--- src/rtl/card_game_pkg.sv ---
`default_nettype none
// +----------------------------------------------------------------------+
// | card_game_pkg : shared result codes, controller states, card width   |
// | Revision      : 1.0                                                  |
// +----------------------------------------------------------------------+
package card_game_pkg;

  localparam int DEFAULT_CARD_W = 4;

  localparam logic [1:0] RES_NONE = 2'b00;
  localparam logic [1:0] RES_DRAW = 2'b01;
  localparam logic [1:0] RES_P1   = 2'b10;
  localparam logic [1:0] RES_P2   = 2'b11;

  typedef enum logic [2:0] {
    ST_IDLE      = 3'd0,
    ST_COLLECT   = 3'd1,
    ST_COMPARE   = 3'd2,
    ST_CHECK     = 3'd3,
    ST_GAME_OVER = 3'd4
  } state_t;

  // A comparator that reports nothing is scored as a draw.
  function automatic logic [1:0] norm_result(input logic [1:0] r);
    return (r == RES_NONE) ? RES_DRAW : r;
  endfunction

endpackage
`default_nettype wire

--- src/rtl/round_controller_if.sv ---
`default_nettype none
// +----------------------------------------------------------------------+
// | round_controller_if : player handshakes, comparator link, game status|
// | Revision            : 1.0                                            |
// +----------------------------------------------------------------------+
interface round_controller_if
  import card_game_pkg::*;
#(
  parameter int CARD_W  = DEFAULT_CARD_W,
  parameter int SCORE_W = 4
) ();

  logic               start;
  logic               p1_card_valid;
  logic [CARD_W-1:0]  p1_card;
  logic               p1_card_ready;
  logic               p2_card_valid;
  logic [CARD_W-1:0]  p2_card;
  logic               p2_card_ready;
  logic [CARD_W-1:0]  cmp_p1_card;
  logic [CARD_W-1:0]  cmp_p2_card;
  logic [1:0]         cmp_result;
  logic [1:0]         round_result;
  logic               round_result_valid;
  logic [SCORE_W-1:0] p1_score;
  logic [SCORE_W-1:0] p2_score;
  logic [SCORE_W-1:0] round_idx;
  logic               busy;
  logic               game_over;
  logic [1:0]         game_winner;

  modport master (
    input  start, p1_card_valid, p1_card, p2_card_valid, p2_card, cmp_result,
    output p1_card_ready, p2_card_ready, cmp_p1_card, cmp_p2_card,
           round_result, round_result_valid, p1_score, p2_score, round_idx,
           busy, game_over, game_winner
  );

  modport slave (
    output start, p1_card_valid, p1_card, p2_card_valid, p2_card, cmp_result,
    input  p1_card_ready, p2_card_ready, cmp_p1_card, cmp_p2_card,
           round_result, round_result_valid, p1_score, p2_score, round_idx,
           busy, game_over, game_winner
  );

endinterface
`default_nettype wire

--- src/rtl/card_slot.sv ---
`default_nettype none
// +----------------------------------------------------------------------+
// | card_slot : valid/ready card capture with latched flag and clear     |
// | Revision  : 1.0                                                      |
// +----------------------------------------------------------------------+
module card_slot
  import card_game_pkg::*;
#(
  parameter int CARD_W = DEFAULT_CARD_W
) (
  input  wire logic              clk,
  input  wire logic              reset,
  input  wire logic              i_enable,
  input  wire logic              i_clear,
  input  wire logic              i_valid,
  input  wire logic [CARD_W-1:0] i_card,
  output      logic              o_ready,
  output      logic              o_accept,
  output      logic              o_latched,
  output      logic [CARD_W-1:0] o_card
);

  logic              r_latched;
  logic [CARD_W-1:0] r_card;

  assign o_ready   = i_enable & ~r_latched;
  assign o_accept  = i_valid & o_ready;
  assign o_latched = r_latched;
  assign o_card    = r_card;

  // The card value survives a clear so the comparator operand stays stable.
  always_ff @(posedge clk) begin
    if (reset) begin
      r_latched <= 1'b0;
      r_card    <= '0;
    end else if (i_clear) begin
      r_latched <= 1'b0;
    end else if (o_accept) begin
      r_latched <= 1'b1;
      r_card    <= i_card;
    end
  end

endmodule
`default_nettype wire

--- src/rtl/round_controller.sv ---
`default_nettype none
// +----------------------------------------------------------------------+
// | round_controller : best-of-N two-player card game sequencer          |
// | Option macro     : ROUND_TIEBREAK_EN (sudden death on level scores)  |
// | Revision         : 1.0                                               |
// +----------------------------------------------------------------------+
module round_controller
  import card_game_pkg::*;
#(
  parameter int CARD_W    = DEFAULT_CARD_W,
  parameter int ROUNDS    = 5,
  parameter int WIN_SCORE = 3,
  parameter int SCORE_W   = 4
) (
  input wire logic          clk,
  input wire logic          reset,
  round_controller_if.master bus
);

  localparam logic [SCORE_W-1:0] C_WIN     = SCORE_W'(WIN_SCORE);
  localparam logic [SCORE_W-1:0] C_ROUNDS  = SCORE_W'(ROUNDS);
  localparam logic [SCORE_W-1:0] C_IDX_MAX = '1;

  state_t             r_state;
  state_t             w_state_next;
  logic [SCORE_W-1:0] r_p1_score;
  logic [SCORE_W-1:0] r_p2_score;
  logic [SCORE_W-1:0] r_round_idx;
  logic [1:0]         r_round_result;
  logic               r_round_result_valid;
  logic [1:0]         r_game_winner;

  logic               w_collect;
  logic               w_clear;
  logic               w_busy;
  logic               w_game_over;
  logic               w_p1_ready, w_p1_accept, w_p1_latched;
  logic               w_p2_ready, w_p2_accept, w_p2_latched;
  logic [CARD_W-1:0]  w_p1_card, w_p2_card;
  logic [1:0]         w_result;
  logic [1:0]         w_leader;
  logic               w_regulation_done;
  logic               w_game_end;

  card_slot #(.CARD_W(CARD_W)) u_slot_p1 (
    .clk(clk), .reset(reset), .i_enable(w_collect), .i_clear(w_clear),
    .i_valid(bus.p1_card_valid), .i_card(bus.p1_card),
    .o_ready(w_p1_ready), .o_accept(w_p1_accept),
    .o_latched(w_p1_latched), .o_card(w_p1_card)
  );

  card_slot #(.CARD_W(CARD_W)) u_slot_p2 (
    .clk(clk), .reset(reset), .i_enable(w_collect), .i_clear(w_clear),
    .i_valid(bus.p2_card_valid), .i_card(bus.p2_card),
    .o_ready(w_p2_ready), .o_accept(w_p2_accept),
    .o_latched(w_p2_latched), .o_card(w_p2_card)
  );

  assign w_result = norm_result(bus.cmp_result);
  assign w_leader = (r_p1_score > r_p2_score) ? RES_P1 :
                    (r_p2_score > r_p1_score) ? RES_P2 : RES_DRAW;

`ifdef ROUND_TIEBREAK_EN
  // Level scores after regulation keep the game going until someone leads.
  assign w_regulation_done = (r_round_idx >= C_ROUNDS) && (r_p1_score != r_p2_score);
`else
  assign w_regulation_done = (r_round_idx >= C_ROUNDS);
`endif

  assign w_game_end = (r_p1_score == C_WIN) || (r_p2_score == C_WIN) || w_regulation_done;

  always_ff @(posedge clk) begin
    if (reset) r_state <= ST_IDLE;
    else       r_state <= w_state_next;
  end

  always_comb begin
    w_state_next = r_state;
    case (r_state)
      ST_IDLE, ST_GAME_OVER: if (bus.start) w_state_next = ST_COLLECT;
      ST_COLLECT:
        if ((w_p1_latched || w_p1_accept) && (w_p2_latched || w_p2_accept))
          w_state_next = ST_COMPARE;
      ST_COMPARE: w_state_next = ST_CHECK;
      ST_CHECK:   w_state_next = w_game_end ? ST_GAME_OVER : ST_COLLECT;
      default:    w_state_next = ST_IDLE;
    endcase
  end

  always_comb begin
    w_collect   = 1'b0;
    w_clear     = 1'b0;
    w_busy      = 1'b0;
    w_game_over = 1'b0;
    case (r_state)
      ST_COLLECT:   begin w_collect = 1'b1; w_busy = 1'b1; end
      ST_COMPARE:   w_busy = 1'b1;
      ST_CHECK:     begin w_clear = 1'b1; w_busy = 1'b1; end
      ST_GAME_OVER: w_game_over = 1'b1;
      default:      ;
    endcase
  end

  always_ff @(posedge clk) begin
    if (reset) begin
      r_p1_score           <= '0;
      r_p2_score           <= '0;
      r_round_idx          <= '0;
      r_round_result       <= RES_NONE;
      r_round_result_valid <= 1'b0;
      r_game_winner        <= RES_NONE;
    end else begin
      r_round_result_valid <= (r_state == ST_COMPARE);
      case (r_state)
        ST_IDLE, ST_GAME_OVER: begin
          if (bus.start) begin
            r_p1_score     <= '0;
            r_p2_score     <= '0;
            r_round_idx    <= '0;
            r_round_result <= RES_NONE;
            r_game_winner  <= RES_NONE;
          end
        end
        ST_COMPARE: begin
          r_round_result <= w_result;
          if (w_result == RES_P1 && r_p1_score < C_WIN) r_p1_score <= r_p1_score + 1'b1;
          if (w_result == RES_P2 && r_p2_score < C_WIN) r_p2_score <= r_p2_score + 1'b1;
          if (r_round_idx != C_IDX_MAX) r_round_idx <= r_round_idx + 1'b1;
        end
        ST_CHECK: if (w_game_end) r_game_winner <= w_leader;
        default: ;
      endcase
    end
  end

  assign bus.p1_card_ready      = w_p1_ready;
  assign bus.p2_card_ready      = w_p2_ready;
  assign bus.cmp_p1_card        = w_p1_card;
  assign bus.cmp_p2_card        = w_p2_card;
  assign bus.round_result       = r_round_result;
  assign bus.round_result_valid = r_round_result_valid;
  assign bus.p1_score           = r_p1_score;
  assign bus.p2_score           = r_p2_score;
  assign bus.round_idx          = r_round_idx;
  assign bus.busy               = w_busy;
  assign bus.game_over          = w_game_over;
  assign bus.game_winner        = r_game_winner;

endmodule
`default_nettype wire

--- src/flat_wrapper.sv ---
// flat-port wrapper written by rule: the top's interface ports become plain ports
module round_controller_flat import card_game_pkg::*;
#(
  parameter int CARD_W    = DEFAULT_CARD_W,
  parameter int ROUNDS    = 5,
  parameter int WIN_SCORE = 3,
  parameter int SCORE_W   = 4
)
  (clk, reset, bus_start, bus_p1_card_valid, bus_p1_card, bus_p2_card_valid, bus_p2_card, bus_cmp_result, bus_p1_card_ready, bus_p2_card_ready, bus_cmp_p1_card, bus_cmp_p2_card, bus_round_result, bus_round_result_valid, bus_p1_score, bus_p2_score, bus_round_idx, bus_busy, bus_game_over, bus_game_winner);
  round_controller_if #(.CARD_W(CARD_W), .SCORE_W(SCORE_W)) bus_i ();
  input wire logic clk;
  input wire logic reset;
  input wire logic [$bits(bus_i.start)-1:0] bus_start;
  input wire logic [$bits(bus_i.p1_card_valid)-1:0] bus_p1_card_valid;
  input wire logic [$bits(bus_i.p1_card)-1:0] bus_p1_card;
  input wire logic [$bits(bus_i.p2_card_valid)-1:0] bus_p2_card_valid;
  input wire logic [$bits(bus_i.p2_card)-1:0] bus_p2_card;
  input wire logic [$bits(bus_i.cmp_result)-1:0] bus_cmp_result;
  output wire logic [$bits(bus_i.p1_card_ready)-1:0] bus_p1_card_ready;
  output wire logic [$bits(bus_i.p2_card_ready)-1:0] bus_p2_card_ready;
  output wire logic [$bits(bus_i.cmp_p1_card)-1:0] bus_cmp_p1_card;
  output wire logic [$bits(bus_i.cmp_p2_card)-1:0] bus_cmp_p2_card;
  output wire logic [$bits(bus_i.round_result)-1:0] bus_round_result;
  output wire logic [$bits(bus_i.round_result_valid)-1:0] bus_round_result_valid;
  output wire logic [$bits(bus_i.p1_score)-1:0] bus_p1_score;
  output wire logic [$bits(bus_i.p2_score)-1:0] bus_p2_score;
  output wire logic [$bits(bus_i.round_idx)-1:0] bus_round_idx;
  output wire logic [$bits(bus_i.busy)-1:0] bus_busy;
  output wire logic [$bits(bus_i.game_over)-1:0] bus_game_over;
  output wire logic [$bits(bus_i.game_winner)-1:0] bus_game_winner;
  assign bus_i.start = bus_start;
  assign bus_i.p1_card_valid = bus_p1_card_valid;
  assign bus_i.p1_card = bus_p1_card;
  assign bus_i.p2_card_valid = bus_p2_card_valid;
  assign bus_i.p2_card = bus_p2_card;
  assign bus_i.cmp_result = bus_cmp_result;
  assign bus_p1_card_ready = bus_i.p1_card_ready;
  assign bus_p2_card_ready = bus_i.p2_card_ready;
  assign bus_cmp_p1_card = bus_i.cmp_p1_card;
  assign bus_cmp_p2_card = bus_i.cmp_p2_card;
  assign bus_round_result = bus_i.round_result;
  assign bus_round_result_valid = bus_i.round_result_valid;
  assign bus_p1_score = bus_i.p1_score;
  assign bus_p2_score = bus_i.p2_score;
  assign bus_round_idx = bus_i.round_idx;
  assign bus_busy = bus_i.busy;
  assign bus_game_over = bus_i.game_over;
  assign bus_game_winner = bus_i.game_winner;
  round_controller #(.CARD_W(CARD_W), .ROUNDS(ROUNDS), .WIN_SCORE(WIN_SCORE), .SCORE_W(SCORE_W)) u_core (.clk(clk), .reset(reset), .bus(bus_i));
endmodule
--- config.mk ---
export PLATFORM = sky130hd
export DESIGN_NAME = round_controller_flat
export DESIGN_NICKNAME = d
export VERILOG_FILES = /design/src/rtl/card_game_pkg.sv /design/src/rtl/round_controller_if.sv /design/src/rtl/card_slot.sv /design/src/rtl/round_controller.sv /design/src/flat_wrapper.sv
export SDC_FILE = /design/constraint.sdc
export NUM_CORES = 1
export LEC_CHECK = 0
export BUFFER_PORTS_ARGS = -buffer_cell sky130_fd_sc_hd__buf_2
export CORE_MARGIN = 2
export CORE_UTILIZATION = 54
export CTS_CLUSTER_DIAMETER = 40
export DETAILED_ROUTE_END_ITERATION = 7
export MAX_ROUTING_LAYER = met4
export PLACE_DENSITY = 0.84
export SLEW_MARGIN = 10
export SYNTH_ARGS = -nofsm -noshare
export SYNTH_HDL_FRONTEND = slang
export SYNTH_SLANG_ARGS = --single-unit
--- constraint.sdc ---
create_clock -name clk -period 2.8 [get_ports clk]
set_clock_uncertainty 0.1 [all_clocks]
set_input_delay 0.14 -clock clk [delete_from_list [all_inputs] [get_ports clk]]
set_output_delay 0.14 -clock clk [all_outputs]
set_load 0.01 [all_outputs]
# ---- After elaboration in Yosys (flattened, before gate mapping)
# Index checks and enable logic that the tools add are counted.
dict set report op_classes {
  n_bitwise 7
  muxes 22
  n_lt_le_gt_ge 5
  n_reduce_logical 22
  n_eq_ne 15
  addsub 3
}
# cell n
set ops {}
lappend ops {{one-hot mux 4 bit (2 select lines)} 3}
lappend ops {{two-way mux 4 bit} 4}
lappend ops {{adder 4 x 1 -> 4 bit, second input constant} 3}
lappend ops {{one-hot mux 3 bit (4 select lines)} 1}
lappend ops {{AND reduction 3 bit} 4}
lappend ops {{two-way mux 2 bit} 5}
lappend ops {{two-way mux 3 bit} 3}
lappend ops {{== test 4 x 2 -> 1 bit, second input constant} 2}
lappend ops {{> comparator 4 bit} 2}
lappend ops {{less-than comparator 4 x 2 -> 1 bit, second input constant} 2}
lappend ops {{!= test 2 bit, second input constant} 4}
lappend ops {{one-hot mux 2 bit (2 select lines)} 2}
lappend ops {{AND reduction 2 bit} 4}
lappend ops {{== test 3 x 2 -> 1 bit, second input constant} 2}
lappend ops {{bitwise AND 1 bit} 4}
lappend ops {{== test 2 bit, second input constant} 2}
lappend ops {{>= comparator 4 x 3 -> 1 bit, second input constant} 1}
lappend ops {{logical OR 1 bit} 4}
lappend ops {{two-way mux 1 bit} 4}
lappend ops {{!= test 2 x 1 -> 1 bit, second input constant} 2}
lappend ops {{!= test 4 bit, second input constant} 1}
lappend ops {{nonzero test 2 bit} 2}
lappend ops {{OR reduction 2 bit} 2}
lappend ops {{== test 3 x 1 -> 1 bit, second input constant} 1}
lappend ops {{other kinds (6)} 10}
dict set report totals {
  output_inout_bits 29
  regBits 30
}

# ---- Depth between registers and ports, before layout
# Gate-level depths: netlist of run 1.
dict set report logic_depth {
  word_depth 8
  mapped_depth 6
  mapped_depth_nobuf 6
}

# ---- Cells and area by module
# From an unflattened synthesis of run 1, not the netlist that was laid out.
dict set report hier_totals {
  hier_cells 165
  area_unflattened_um2 1531.5
}
# mod cells_each n_inst seq_area_each_um2 area_per_inst_um2
set by_module_without_submodules {}
lappend by_module_without_submodules {round_controller 119 1 400.4 1056.0}
lappend by_module_without_submodules {card_slot 23 2 100.1 237.7}

# ---- Worst setup path before layout of run 1
# No wires, ideal clock.
dict set report synth_timing {
  kind {register to register}
  startpoint {register u_core.r_p2_score[2], in the netlist u_core.bus.p2_score[2]}
  endpoint {register u_core.r_game_winner[0], in the netlist u_core.bus.game_winner[0]}
  setup_ns 0.072
  path_slack_ns 1.085
  t_arrival_ns 1.544
  synth_period_minus_slack_ns 1.715
  path_stages_with_launch 7
  path_cell_list {dfxtp_1 > inv_1 > ha_1 > and3b_1 > a2111oi_0 > o21ai_0 > mux2i_1}
}
dict set report synth_between {
  elab_chain_len 5
  word_cells_on_any_way 9
}
# element line
set synth_rtl {}
lappend synth_rtl {{start: declaration} round_controller.sv:27} ;# logic [SCORE_W-1:0] r_p2_score;
lappend synth_rtl {{start signal: assignment} round_controller.sv:127} ;# if (w_result == RES_P2 && r_p2_score < C_WIN) r_p2_score <= r_p2_score + 1'b1;
lappend synth_rtl {{parallel branches: the longest is 5 deep, another holds > comparator 4 bit} -}
lappend synth_rtl {{end signal: assignment} round_controller.sv:130} ;# ST_CHECK: if (w_game_end) r_game_winner <= w_leader;
lappend synth_rtl {{end: declaration} round_controller.sv:31} ;# logic [1:0] r_game_winner;
# Parallel ways; which one is timed is not known. The select of a mux whose other input is x is not followed.
# A chain may end at the register's enable or synchronous reset.

# ---- Worst setup path in the final report of run 1
dict set report layout_timing {
  startpoint {register u_core.r_state[1]}
  endpoint {register u_core.r_round_result[0], in the netlist u_core.bus.round_result[0]}
}
dict set report layout_between {
  elab_chain_len 4
  word_cells_on_any_way 8
}
# element line
set layout_rtl {}
lappend layout_rtl {{start: declaration} round_controller.sv:24} ;# state_t r_state;
lappend layout_rtl {{start signal: assignment} round_controller.sv:74} ;# else r_state <= w_state_next;
lappend layout_rtl {{== test 3 bit / zero test 3 bit (equally long branches)} round_controller.sv:114} ;# case (r_state)
lappend layout_rtl {{OR reduction 2 bit} round_controller.sv:114}
lappend layout_rtl {{!= test 2 bit (no source line) / nonzero test 2 bit (equally long branches)} -}
lappend layout_rtl {{AND reduction 2 bit (no source line)} -}
lappend layout_rtl {{end signal: assignment} round_controller.sv:125} ;# r_round_result <= w_result;
lappend layout_rtl {{end: declaration} round_controller.sv:29} ;# logic [1:0] r_round_result;
# Several ways; a longest one is shown, not always the timed one.

==> results of run 1 <==
==> sequential cells by signal, indices dropped and copies added (netlist names) <==
register and cells:
u_core.bus.game_winner 2, u_core.bus.round_idx 4, u_core.bus.p1_score 4, u_core.u_slot_p1.o_card 4
u_core.u_slot_p2.o_card 4, u_core.r_state 3, u_core.bus.round_result_valid 1, u_core.bus.round_result 2
u_core.u_slot_p2.o_latched 1, u_core.bus.p2_score 4, u_core.u_slot_p1.o_latched 1
==> layout make-up <==
cell class | count | area, um^2
Clock inverter | 3 | 21.3
Sequential cell | 30 | 601
Inverter | 10 | 37.5
Fill cell | 213 | 843
Tap cell | 31 | 38.8
Timing Repair Buffer | 53 | 315
Clock buffer | 5 | 37.5
Multi-Input combinational cell | 116 | 792
==> cells in the final DEF, fill, tap and decap left out, drive strengths merged, types with 2 or more instances in the layout <==
cell,instances
and2,3
nor3b,2
buf,43
dlygate4sd3,10
and3,5
inv,10
nand2,14
nor4b,3
mux2i,4
nor2,9
a21oi,18
a31oi,3
clkbuf,5
xor2,3
o21ai,4
nand4,2
nand2b,2
ha,9
clkinv,2
nor3,4
a211oi,2
nand3b,2
nand3,18
dfxtp,30
==> power groups by stage <==
stage               registers, mW  clock network (mW)  logic [mW]
finish                      0.483               0.255       0.195
global route                0.487               0.286       0.215
CTS                         0.483               0.261       0.192
detailed placement          0.493                   0       0.180
global placement            0.490                   0       0.174
floorplan                   0.482                   0       0.147
==> per-layer routing <==
metal / vias to the layer above / wire (um) / share of wire, % / track usage, %
li1: 689 / - / - / -
met1: 645 / 1560 / 44 / 27.1
met2: 18 / 1820 / 51 / 38.9
met3: 6 / 106 / 3.0 / 6.91
met4: 0 / 46 / 1.3 / 9.18
met5: - / 0 / 0 / -
==> final timing paths <==
path | from | end | slack (ns) | cells after the start
setup / recovery | u_core.r_state[1]$_SDFFE_PP0P_ | u_core.bus.round_result[0]$_SDFFE_PP0P_ | 0.43 | 4
hold / removal | bus_start | u_core.r_state[2]$_SDFFE_PP0P_ | 0.02 | 3
setup reg to reg | u_core.r_state[1]$_SDFFE_PP0P_ | u_core.bus.round_result[0]$_SDFFE_PP0P_ | 0.43 | 4
hold reg to reg | u_core.u_slot_p1.o_card[1]$_SDFFE_PP0P_ | u_core.u_slot_p1.o_card[1]$_SDFFE_PP0P_ | 0.35 | 2
==> cell families (layout without fill, tap and decap cells) <==
family                   count (synthesis)  after routing  synth area share [%]
adder cells (fa/ha/maj)                  9              9                  7.54
multiplexers                             4              4                  2.68
flip-flops                              30             30                  40.2
AO/OA/AOI/OAI                           33             33                  13.0
XOR/XNOR                                 3              3                  1.76
buffers and inverters                   18             71                  6.78
AND/OR/NAND/NOR                         67             67                  28.1
==> critical path: cells and delay by family (launching register included) <==
kind / cells / cell delay, ns
buffers and inverters: 1 / 0.59
AOI/OAI and AO/OA: 2 / 0.35
DFF: 1 / 0.69
and+or+nand+nor: 1 / 0.58
==> through the flow <==
step	power, mW	hold slack [ns]
5_1_grt	0.987	0.0109
6_report	0.932	0.0243
4_1_cts	0.937	0.0152
2_1_floorplan	0.629	0.150
3_5_place_dp	0.672	0.302
3_3_place_gp	0.663	0.295
==> key figures, run 1 <==
Clock tree
  • H-Tree Depth: 2
  • CTS max path bufs: 2
  • Clk_lat worst skew: ~0.33 ns
  • Gates resized, CTS repair: 0
  • Hold_buf cts: 10
  • CTS buffer count: 5
  • Postcts setup bufs: 0
  • CTS tree: done
  • Root buf cell: clkbuf_4
  • Clk slew on worst S/H paths: approximately 0.1 ns
  • Clock sink count: 30

Power
  • VDD IR-drop max: 389 uV
  • Gate power share: 20.9%
  • Int Pwr: around 0.64 mW
  • Psw: 0.295 mW
  • Sw Share: between 30% and 40%
  • Reg power frac: between 50% and 60%
  • Lkg Pwr: 0.838 nW
  • Clock power share: between 20% and 30%
  • Power Dens Cells: between 500 and 600 nW/um^2

Drt
  • Final ANT Viol Nets: 0
  • DRC Markers: 0
  • Routed length per instance: approximately 14 um
  • DR vias/cell: 5.48
  • Detailed Route WL: roughly 3500 um
  • Vias: approximately 1400
  • Iteration-0 DRC count of the detailed router: 47
  • DRT Pass-1 Iters: 4

Worst setup path
  • Setup crit end kind: flop
  • Critical Path Max Stage Delay: ~0.69 ns
  • Crit path max-delay cell type: dfxtp_1
  • Critical path class: flop to flop
  • CP Launch Type: flop
  • Critical path, cell by cell: nor3b_4, a21oi_1, a311oi_1, dlygate4sd3_1
  • Worst Path Arrival: roughly 2.5 ns
  • Crit-path max FO: 14
  • Worst Path Required: approximately 3 ns

Logic synthesis
  • Most numerous cell in the Yosys netlist: dfxtp_1
  • Cell variety after synth: 35
  • Mapped Cells: about 160
  • Register area share after synthesis: roughly two fifths
  • Ys async rst share: 0%
  • Mapped Area: 1490 um^2
  • Net count after synthesis: 188
  • Post-synth top area share: 40.2%
  • Number of flops mapped to enable cells by yosys: 0
  • Dominant cell type by area after synthesis: dfxtp_1
  • Main synth FF type: dfxtp_1
  • Commonest cells in the synthesized netlist: dfxtp_1, a21oi_1, nand3_1
  • FF+latch count, synth: 30
  • Warnings from Yosys: 0
  • Synth top area cells: dfxtp_1, ha_1, a21oi_1
  • Post-synthesis area per instance: 9.11 um^2

Cells and area
  • Final Core Density: around two thirds
  • Non-Filler Instances: around 250
  • Final instance area: 1840 um^2
  • Fin nets: 240
  • Share of layout cells above drive strength 1: 27.6%
  • N_diodes: 0
  • Growth of design area from synthesis to finish: 23.4%

Floorplanning
  • Core Region: between 2000 and 3000 um^2
  • Starting density of the core: a little under three fifths
  • Top Ports: 44
  • Site Rows: 19
  • Chip width: approximately 57 um
  • Full die area: ~3200 um^2
  • Die H: between 50 and 60 um

STA
  • Max-slew violation count: 0
  • Final setup vio count: 0
  • Final critical-path share of the clock period: 84.6%
  • Final Critical Period: 2.37 ns
  • Final Hold Fails: 0
  • Actual slew at the worst max-slew pin: 0.560 ns
  • Worst slew margin: between 60% and 70%
  • FMAX: roughly 420 MHz
  • RSZ-0062 raised after global routing: no
  • Setup TNS: 0 ns
  • Final setup margin: 0.432 ns

Run status
  • Status: finished, final reports clean

Global routing
  • First-pass GRT wire length: ~5700 um
  • Initial antenna violation count: 0
  • Grt ovf: 0
  • Vias in the first global route: 1288
  • Overall Global Routing Usage: 23.7%
  • Pin count of the biggest net entering global routing: 27

Placement
  • DP HPWL: roughly 2500 um
  • Pre-CTS WS: 0.778 ns
  • Placed Area: approximately 1700 um^2
  • Placed cell count: 230
  • PortBufs: between 40 and 50
  • Final GP Congestion: about 0.78

Hold path
  • HP Class: input pin to flop

Run
  • Maxcap violations: 0
No activity file was read; power rests on OpenSTA's default activity.
==> run 2, diff against run 1 <==
--- a/config.mk
+++ b/config.mk
@@ -7,11 +7,11 @@
 export LEC_CHECK = 0
 export BUFFER_PORTS_ARGS = -buffer_cell sky130_fd_sc_hd__buf_2
 export CORE_MARGIN = 2
-export CORE_UTILIZATION = 54
+export CORE_UTILIZATION = 51
 export CTS_CLUSTER_DIAMETER = 40
 export DETAILED_ROUTE_END_ITERATION = 7
 export MAX_ROUTING_LAYER = met4
-export PLACE_DENSITY = 0.84
+export PLACE_DENSITY = 0.8
 export SLEW_MARGIN = 10
 export SYNTH_ARGS = -nofsm -noshare
 export SYNTH_HDL_FRONTEND = slang
==> constraint.sdc (replaced) <==
create_clock -name clk -period 2.24 [get_ports clk]
set_clock_uncertainty 0.1 [all_clocks]
set_input_delay 0.112 -clock clk [delete_from_list [all_inputs] [get_ports clk]]
set_output_delay 0.112 -clock clk [all_outputs]
set_load 0.01 [all_outputs]
==> key figures, run 2 (synthesized netlist as in run 1, its figures left out) <==
STA
  • Max-slew violation count: 0 (unchanged)
  • Actual slew at the worst max-slew pin: 0.505 ns (was 0.560 ns)
  • Setup TNS: 0 ns (unchanged)
  • Final critical-path share of the clock period: 96.4% (was 84.6%)
  • Worst slew margin: 65.5% (was 62.6%)
  • Hold Slack: 0.0712 ns (was 0.0243 ns)
  • Final setup margin: 0.0814 ns (was 0.432 ns)
  • Final Hold Fails: 0 (unchanged)
  • Final setup vio count: 0 (unchanged)
  • FMAX: 463 MHz (was 422 MHz)
  • RSZ-0062 raised after global routing: no (unchanged)
  • Final Critical Period: 2.16 ns (was 2.37 ns)

Floorplanning
  • Starting density of the core: 53.7% (was 55.6%)
  • Site Rows: 19 (unchanged)
  • Die H: 58.1 um (was 56.6 um)
  • Core Region: 2780 um^2 (was 2690 um^2)
  • Top Ports: 44 (unchanged)
  • Full die area: 3380 um^2 (was 3200 um^2)
  • Chip width: 58.1 um (was 56.6 um)

Power
  • Power Dens Cells: 730 nW/um^2 (was 506 nW/um^2)
  • Total Power: 1.47 mW (was 0.932 mW)
  • Lkg Pwr: 0.905 nW (was 0.838 nW)
  • VDD IR-drop max: 685 uV (was 389 uV)

Global routing
  • First-pass GRT wire length: 6770 um (was 5660 um)
  • Overall Global Routing Usage: 27.5% (was 23.7%)
  • GR peak layer: met2 (unchanged)
  • GR Util met3: 7.37% (was 6.91%)
  • Pin count of the biggest net entering global routing: 27 (unchanged)
  • GRT met1 Usage: 30.4% (was 27.1%)
  • Vias in the first global route: 1455 (was 1288)
  • Initial antenna violation count: 0 (unchanged)
  • Met2 Track Usage GR: 44.0% (was 38.9%)
  • Grt ovf: 0 (unchanged)

Cells and area
  • Final instance area: 2020 um^2 (was 1840 um^2)
  • Growth of design area from synthesis to finish: 35.1% (was 23.4%)
  • Share of layout cells above drive strength 1: 28.3% (was 27.6%)
  • Fin nets: 253 (was 240)
  • Commonest cells after routing, fill and taps aside: buf_2, dfxtp_1, dlygate4sd3_1, a21oi_1, nand3_1 (was buf_2, dfxtp_1, a21oi_1, nand3_1, nand2_1)
  • Final Core Density: 72.6% (was 68.6%)
  • Commonest non-fill, non-tap cell in the layout: buf_2 (unchanged)
  • FILL cells: 203 (was 213)
  • N_diodes: 0 (unchanged)
  • Non-Filler Instances: 261 (was 248)

Worst setup path
  • Critical path class: flop to flop (unchanged)
  • Crit-path max FO: 10 (was 14)
  • CP Launch Type: flop (unchanged)
  • Worst Path Arrival: 2.28 ns (was 2.54 ns)
  • Setup crit end kind: flop (unchanged)
  • Worst Path Required: 2.36 ns (was 2.98 ns)

Clock tree
  • CTS tree: done (unchanged)
  • Clk_lat worst skew: 0.34 ns (was 0.33 ns)
  • Root buf cell: clkbuf_4 (unchanged)
  • Clock sink count: 30 (unchanged)
  • CTS buffer count: 5 (unchanged)
  • CTS max path bufs: 2 (unchanged)
  • H-Tree Depth: 2 (unchanged)
  • Clk slew on worst S/H paths: 0.11 ns (was 0.10 ns)

Drt
  • Final ANT Viol Nets: 0 (unchanged)
  • Vias: 1502 (was 1358)
  • DRT Pass-1 Iters: 4 (unchanged)
  • DRC Markers: 0 (unchanged)
  • Detailed Route WL: 4030 um (was 3530 um)
  • DR vias/cell: 5.75 (was 5.48)
  • Iteration-0 DRC count of the detailed router: 80 (was 47)
  • Routed length per instance: 15.4 um (was 14.2 um)

Placement
  • Final GP Congestion: 0.811 (was 0.783)
  • DP HPWL: 2430 um (was 2480 um)
  • Pre-CTS WS: 0.409 ns (was 0.778 ns)
  • Placed cell count: 232 (was 230)
  • Placed Area: 1700 um^2 (was 1680 um^2)
  • PortBufs: 43 (unchanged)

Run
  • Maxcap violations: 0 (unchanged)

Hold path
  • HP Class: input pin to flop (unchanged)

Run status
  • Status: finished, final reports clean (unchanged)
==> run 2: path summary, 6_finish.rpt <==
| check | start | endpoint | slack [ns] | cells past startpoint |
|---|---|---|---|---|
| worst max-delay path | u_core.r_state[1]$_SDFFE_PP0P_ | u_core.bus.round_result[0]$_SDFFE_PP0P_ | 0.08 | 5 |
| worst min-delay path | bus_p2_card_valid | u_core.u_slot_p2.o_latched$_SDFFE_PP0P_ | 0.07 | 3 |
| worst max register to register | u_core.r_state[1]$_SDFFE_PP0P_ | u_core.bus.round_result[0]$_SDFFE_PP0P_ | 0.08 | 5 |
| worst min register to register | u_core.u_slot_p2.o_card[0]$_SDFFE_PP0P_ | u_core.u_slot_p2.o_card[0]$_SDFFE_PP0P_ | 0.37 | 2 |
==> run 2: where the power goes <==
| part | leakage, nW | internal [mW] | switching [mW] |
|---|---|---|---|
| clock | 0.0585 | 0.378 | 0.203 |
| combinational | 0.603 | 0.141 | 0.157 |
| sequential | 0.243 | 0.561 | 0.0329 |
==> run 2: worst max-delay path, stage by stage (launching register included) <==
cell           delay [ns]
dfxtp_1              0.37
buf_4                0.20
or3b_4               0.47
a21oi_1              0.23
a311oi_1             0.08
dlygate4sd3_1        0.58
==> run 2: area by class of cell <==
type,count,area [um^2],area share [%]
inverters,10,37.5,1.86
repair buffers,66,435,21.6
clock inverters,2,60.1,2.98
well taps,31,38.8,1.92
flip-flops and latches,30,601,29.8
clock buffers,6,51.3,2.54
multi-input cells,116,795,39.4
==> run 2: timing repair <==
item / 4_1_cts / 5_1_grt
hold buffers: 19 / 0
setup endpoints to repair: 0 / 1
gates resized for setup: 0 / 1
hold endpoints to repair: 10 / 0
setup buffers: 0 / 2
==> run 2: per-layer routing <==
layer  wire length (um)  vias to the layer above  part of all wire [%]
met5                  0                        -                     0
met4                198                        0                   4.9
met3                235                       20                   5.8
met2               1960                       60                    49
met1               1640                      707                    41
li1                   -                      715                     -
==> run 3, diff against run 2 <==
--- a/config.mk
+++ b/config.mk
@@ -5,13 +5,14 @@
 export SDC_FILE = /design/constraint.sdc
 export NUM_CORES = 1
 export LEC_CHECK = 0
+export ABC_AREA = 1
 export BUFFER_PORTS_ARGS = -buffer_cell sky130_fd_sc_hd__buf_2
 export CORE_MARGIN = 2
-export CORE_UTILIZATION = 51
+export CORE_UTILIZATION = 50
 export CTS_CLUSTER_DIAMETER = 40
 export DETAILED_ROUTE_END_ITERATION = 7
 export MAX_ROUTING_LAYER = met4
-export PLACE_DENSITY = 0.8
+export PLACE_DENSITY = 0.79
 export SLEW_MARGIN = 10
 export SYNTH_ARGS = -nofsm -noshare
 export SYNTH_HDL_FRONTEND = slang
==> key figures, run 3 <==
Logic synthesis
  • Cell variety after synth: 22 (was 35)
  • Warnings from Yosys: 0 (unchanged)
  • Dominant cell type by area after synthesis: dfxtp_1 (unchanged)
  • Synth top area cells: dfxtp_1, nand2_1, a21oi_1 (was dfxtp_1, ha_1, a21oi_1)
  • Main synth FF type: dfxtp_1 (unchanged)
  • Most numerous cell in the Yosys netlist: nand2_1 (was dfxtp_1)
  • Number of flops mapped to enable cells by yosys: 0 (unchanged)
  • Post-synth top area share: 40.8% (was 40.2%)
  • Post-synthesis area per instance: 7.28 um^2 (was 9.11 um^2)
  • FF+latch count, synth: 30 (unchanged)
  • Register area share after synthesis: 40.8% (was 40.2%)
  • Ys async rst share: 0% (unchanged)
  • Commonest cells in the synthesized netlist: nand2_1, dfxtp_1, inv_1 (was dfxtp_1, a21oi_1, nand3_1)
  • Mapped Cells: 202 (was 164)
  • Mapped Area: 1470 um^2 (was 1490 um^2)
  • Net count after synthesis: 226 (was 188)

Floorplanning
  • Top Ports: 44 (unchanged)
  • Core Region: 2780 um^2 (unchanged)
  • Chip width: 58.2 um (was 58.1 um)
  • Site Rows: 19 (unchanged)
  • Die H: 58.2 um (was 58.1 um)
  • Starting density of the core: 52.9% (was 53.7%)
  • Full die area: 3390 um^2 (was 3380 um^2)

Run status
  • Status: finished, final reports clean (unchanged)

Hold path
  • Hold worst-path end: u_core.u_slot_p1.o_card[1]$_SDFFE_PP0P_ (was u_core.u_slot_p2.o_latched$_SDFFE_PP0P_)
  • Hold Crit Depth: 3 (unchanged)
  • Hold path start: bus_p1_card_valid (was bus_p2_card_valid)
  • HP Class: input pin to flop (unchanged)

Global routing
  • Vias in the first global route: 1319 (was 1455)
  • First-pass GRT wire length: 5700 um (was 6770 um)
  • Grt ovf: 0 (unchanged)
  • GRT met1 Usage: 28.9% (was 30.4%)
  • Pin count of the biggest net entering global routing: 17 (was 27)
  • Initial antenna violation count: 0 (unchanged)
  • Met2 Track Usage GR: 35.6% (was 44.0%)
  • GR peak layer: met2 (unchanged)
  • GR Util met3: 6.03% (was 7.37%)
  • Overall Global Routing Usage: 22.7% (was 27.5%)

Power
  • Power Dens Cells: 621 nW/um^2 (was 730 nW/um^2)
  • Lkg Pwr: 0.977 nW (was 0.905 nW)
  • VDD IR-drop max: 592 uV (was 685 uV)
  • Total Power: 1.21 mW (was 1.47 mW)

Clock tree
  • Clock sink count: 30 (unchanged)
  • Clk slew on worst S/H paths: 0.10 ns (was 0.11 ns)
  • H-Tree Depth: 2 (unchanged)
  • Gates resized, CTS repair: 0 (unchanged)
  • CTS buffer count: 5 (unchanged)
  • CTS tree: done (unchanged)
  • CTS max path bufs: 2 (unchanged)
  • Root buf cell: clkbuf_4 (unchanged)
  • Clk_lat worst skew: 0.33 ns (was 0.34 ns)

Run
  • Maxcap violations: 0 (unchanged)

Placement
  • DP HPWL: 2240 um (was 2430 um)
  • Placed Area: 1710 um^2 (was 1700 um^2)
  • PortBufs: 43 (unchanged)
  • Final GP Congestion: 0.841 (was 0.811)

STA
  • Setup TNS: 0 ns (unchanged)
  • Final critical-path share of the clock period: 80.9% (was 96.4%)
  • FMAX: 552 MHz (was 463 MHz)
  • Final setup vio count: 0 (unchanged)
  • Worst slew margin: 74.9% (was 65.5%)
  • Final Hold Fails: 0 (unchanged)
  • RSZ-0062 raised after global routing: no (unchanged)
  • Final Critical Period: 1.81 ns (was 2.16 ns)
  • Max-slew violation count: 0 (unchanged)
  • Actual slew at the worst max-slew pin: 0.375 ns (was 0.505 ns)
  • Hold Slack: 0.0478 ns (was 0.0712 ns)

Worst setup path
  • Critical path class: flop to flop (unchanged)
  • Worst Path Required: 2.40 ns (was 2.36 ns)
  • Reg2Reg Depth: 5 (unchanged)
  • CP Launch Type: flop (unchanged)
  • Critical R2R Launch: u_core.r_state[0]$_SDFFE_PP0P_ (was u_core.r_state[1]$_SDFFE_PP0P_)
  • Worst reg-to-reg setup slack: 0.43 ns (was 0.08 ns)
  • Worst Path Arrival: 1.98 ns (was 2.28 ns)
  • Crit-path max FO: 6 (was 10)
  • Setup crit end kind: flop (unchanged)
  • R2r endpoint: u_core.u_slot_p1.o_card[3]$_SDFFE_PP0P_ (was u_core.bus.round_result[0]$_SDFFE_PP0P_)
  • Critical path, cell by cell: nand3_4, nor2_4, nand3_1, dlygate4sd3_1, a21oi_1 (was buf_4, or3b_4, a21oi_1, a311oi_1, dlygate4sd3_1)
  • Critical Path Start: u_core.r_state[0]$_SDFFE_PP0P_ (was u_core.r_state[1]$_SDFFE_PP0P_)
  • Crit path max-delay cell type: dlygate4sd3_1 (unchanged)
  • Critical Path Max Stage Delay: 0.57 ns (was 0.58 ns)

Cells and area
  • Growth of design area from synthesis to finish: 32.1% (was 35.1%)
  • Fin nets: 290 (was 253)
  • FILL cells: 241 (was 203)
  • N_diodes: 0 (unchanged)
  • Final instance area: 1940 um^2 (was 2020 um^2)
  • Area of the multi-input gates: 731 um^2 (was 795 um^2)
  • Reg area: 601 um^2 (unchanged)
  • Commonest non-fill, non-tap cell in the layout: buf_2 (unchanged)
  • Share of layout cells above drive strength 1: 23.2% (was 28.3%)
  • Commonest cells after routing, fill and taps aside: buf_2, nand2_1, inv_1, dfxtp_1, a21oi_1 (was buf_2, dfxtp_1, dlygate4sd3_1, a21oi_1, nand3_1)

Drt
  • Final ANT Viol Nets: 0 (unchanged)
  • Vias: 1469 (was 1502)
  • DRC Markers: 0 (unchanged)
  • DRT Pass-1 Iters: 5 (was 4)
  • Detailed Route WL: 3380 um (was 4030 um)
  • Iteration-0 DRC count of the detailed router: 54 (was 80)
  • DR vias/cell: 4.93 (was 5.75)
  • Routed length per instance: 11.3 um (was 15.4 um)
-- run 3: changes by cell type in the layout (fill, tap and decap cells not counted), moves of 3 or more --
cell and delta:
and2_1 -3, nor2_1 +9, xor2_1 -3, mux2i_1 -4
nand2_1 +26, nor2_4 +3, a21oi_1 +5, buf_4 -4
inv_1 +20, inv_2 +4, and3_1 -3, a31oi_1 -3
o21ai_0 +6
-- run 3: where the power goes --
group,total (mW),switching (mW),internal (mW)
logic,0.277,0.165,0.112
registers,0.587,0.0246,0.563
clock network,0.343,0.191,0.152
total,1.21,0.381,0.827
-- run 3: what timing repair did --
action / CTS / global route
hold endpoints to repair: 11 / 0
hold buffers: 17 / 0
buffers inserted: 0 / 0
-- run 3: worst max-delay path by stage --
stage / endpoint / slack, ns / cells past startpoint
global route: u_core.u_slot_p1.o_card[0]$_SDFFE_PP0P_ / 0.30 / 5
detailed placement: u_core.bus.game_winner[1]$_SDFFE_PP0P_ / 0.72 / 10
CTS: u_core.u_slot_p2.o_card[3]$_SDFFE_PP0P_ / 0.47 / 5
global placement: u_core.bus.game_winner[0]$_SDFFE_PP0P_ / 0.70 / 10
floorplan: u_core.bus.game_winner[0]$_SDFFE_PP0P_ / 0.84 / 10
finish: u_core.u_slot_p1.o_card[3]$_SDFFE_PP0P_ / 0.43 / 5
-- run 3: area by class of cell --
cell class / instances / share of cell area [%]
flip-flops and latches: 30 / 30.9
repair buffers: 60 / 19.8
clock inverters: 1 / 0.258
multi-input cells: 135 / 37.6
clock buffers: 7 / 2.83
inverters: 34 / 6.57
well taps: 31 / 2.00
-- run 3: through the flow --
stage	setup slack [ns]	utilization, %	cells
finish	0.427	69.9	298
CTS	0.472	69.9	298
global route	0.304	69.9	298
detailed placement	0.716	61.6	273
floorplan	0.844	-	202
global placement	0.697	61.6	273
-- run 3: worst max-delay path, delay by kind of cell, from the launching register on --
family,cells,cell delay [ns]
buf+inv,1,0.57
simple gates,3,0.44
compound gates,1,0.13
flops,1,0.50
-- run 3: kinds of logic (layout without fill, tap and decap cells) --
group	Yosys count	count (layout)	share of synthesized area, %
flops	30	30	40.8
compound gates	35	35	12.1
fa+ha+maj	9	9	7.65
buf+inv	37	102	9.52
simple gates	91	91	29.9
-- run 3: layer usage --
layer  up-vias  wire length, um
li1        779                -
met1       648             1520
met2        36             1620
met3         6              180
met4         0               56
met5         -                0
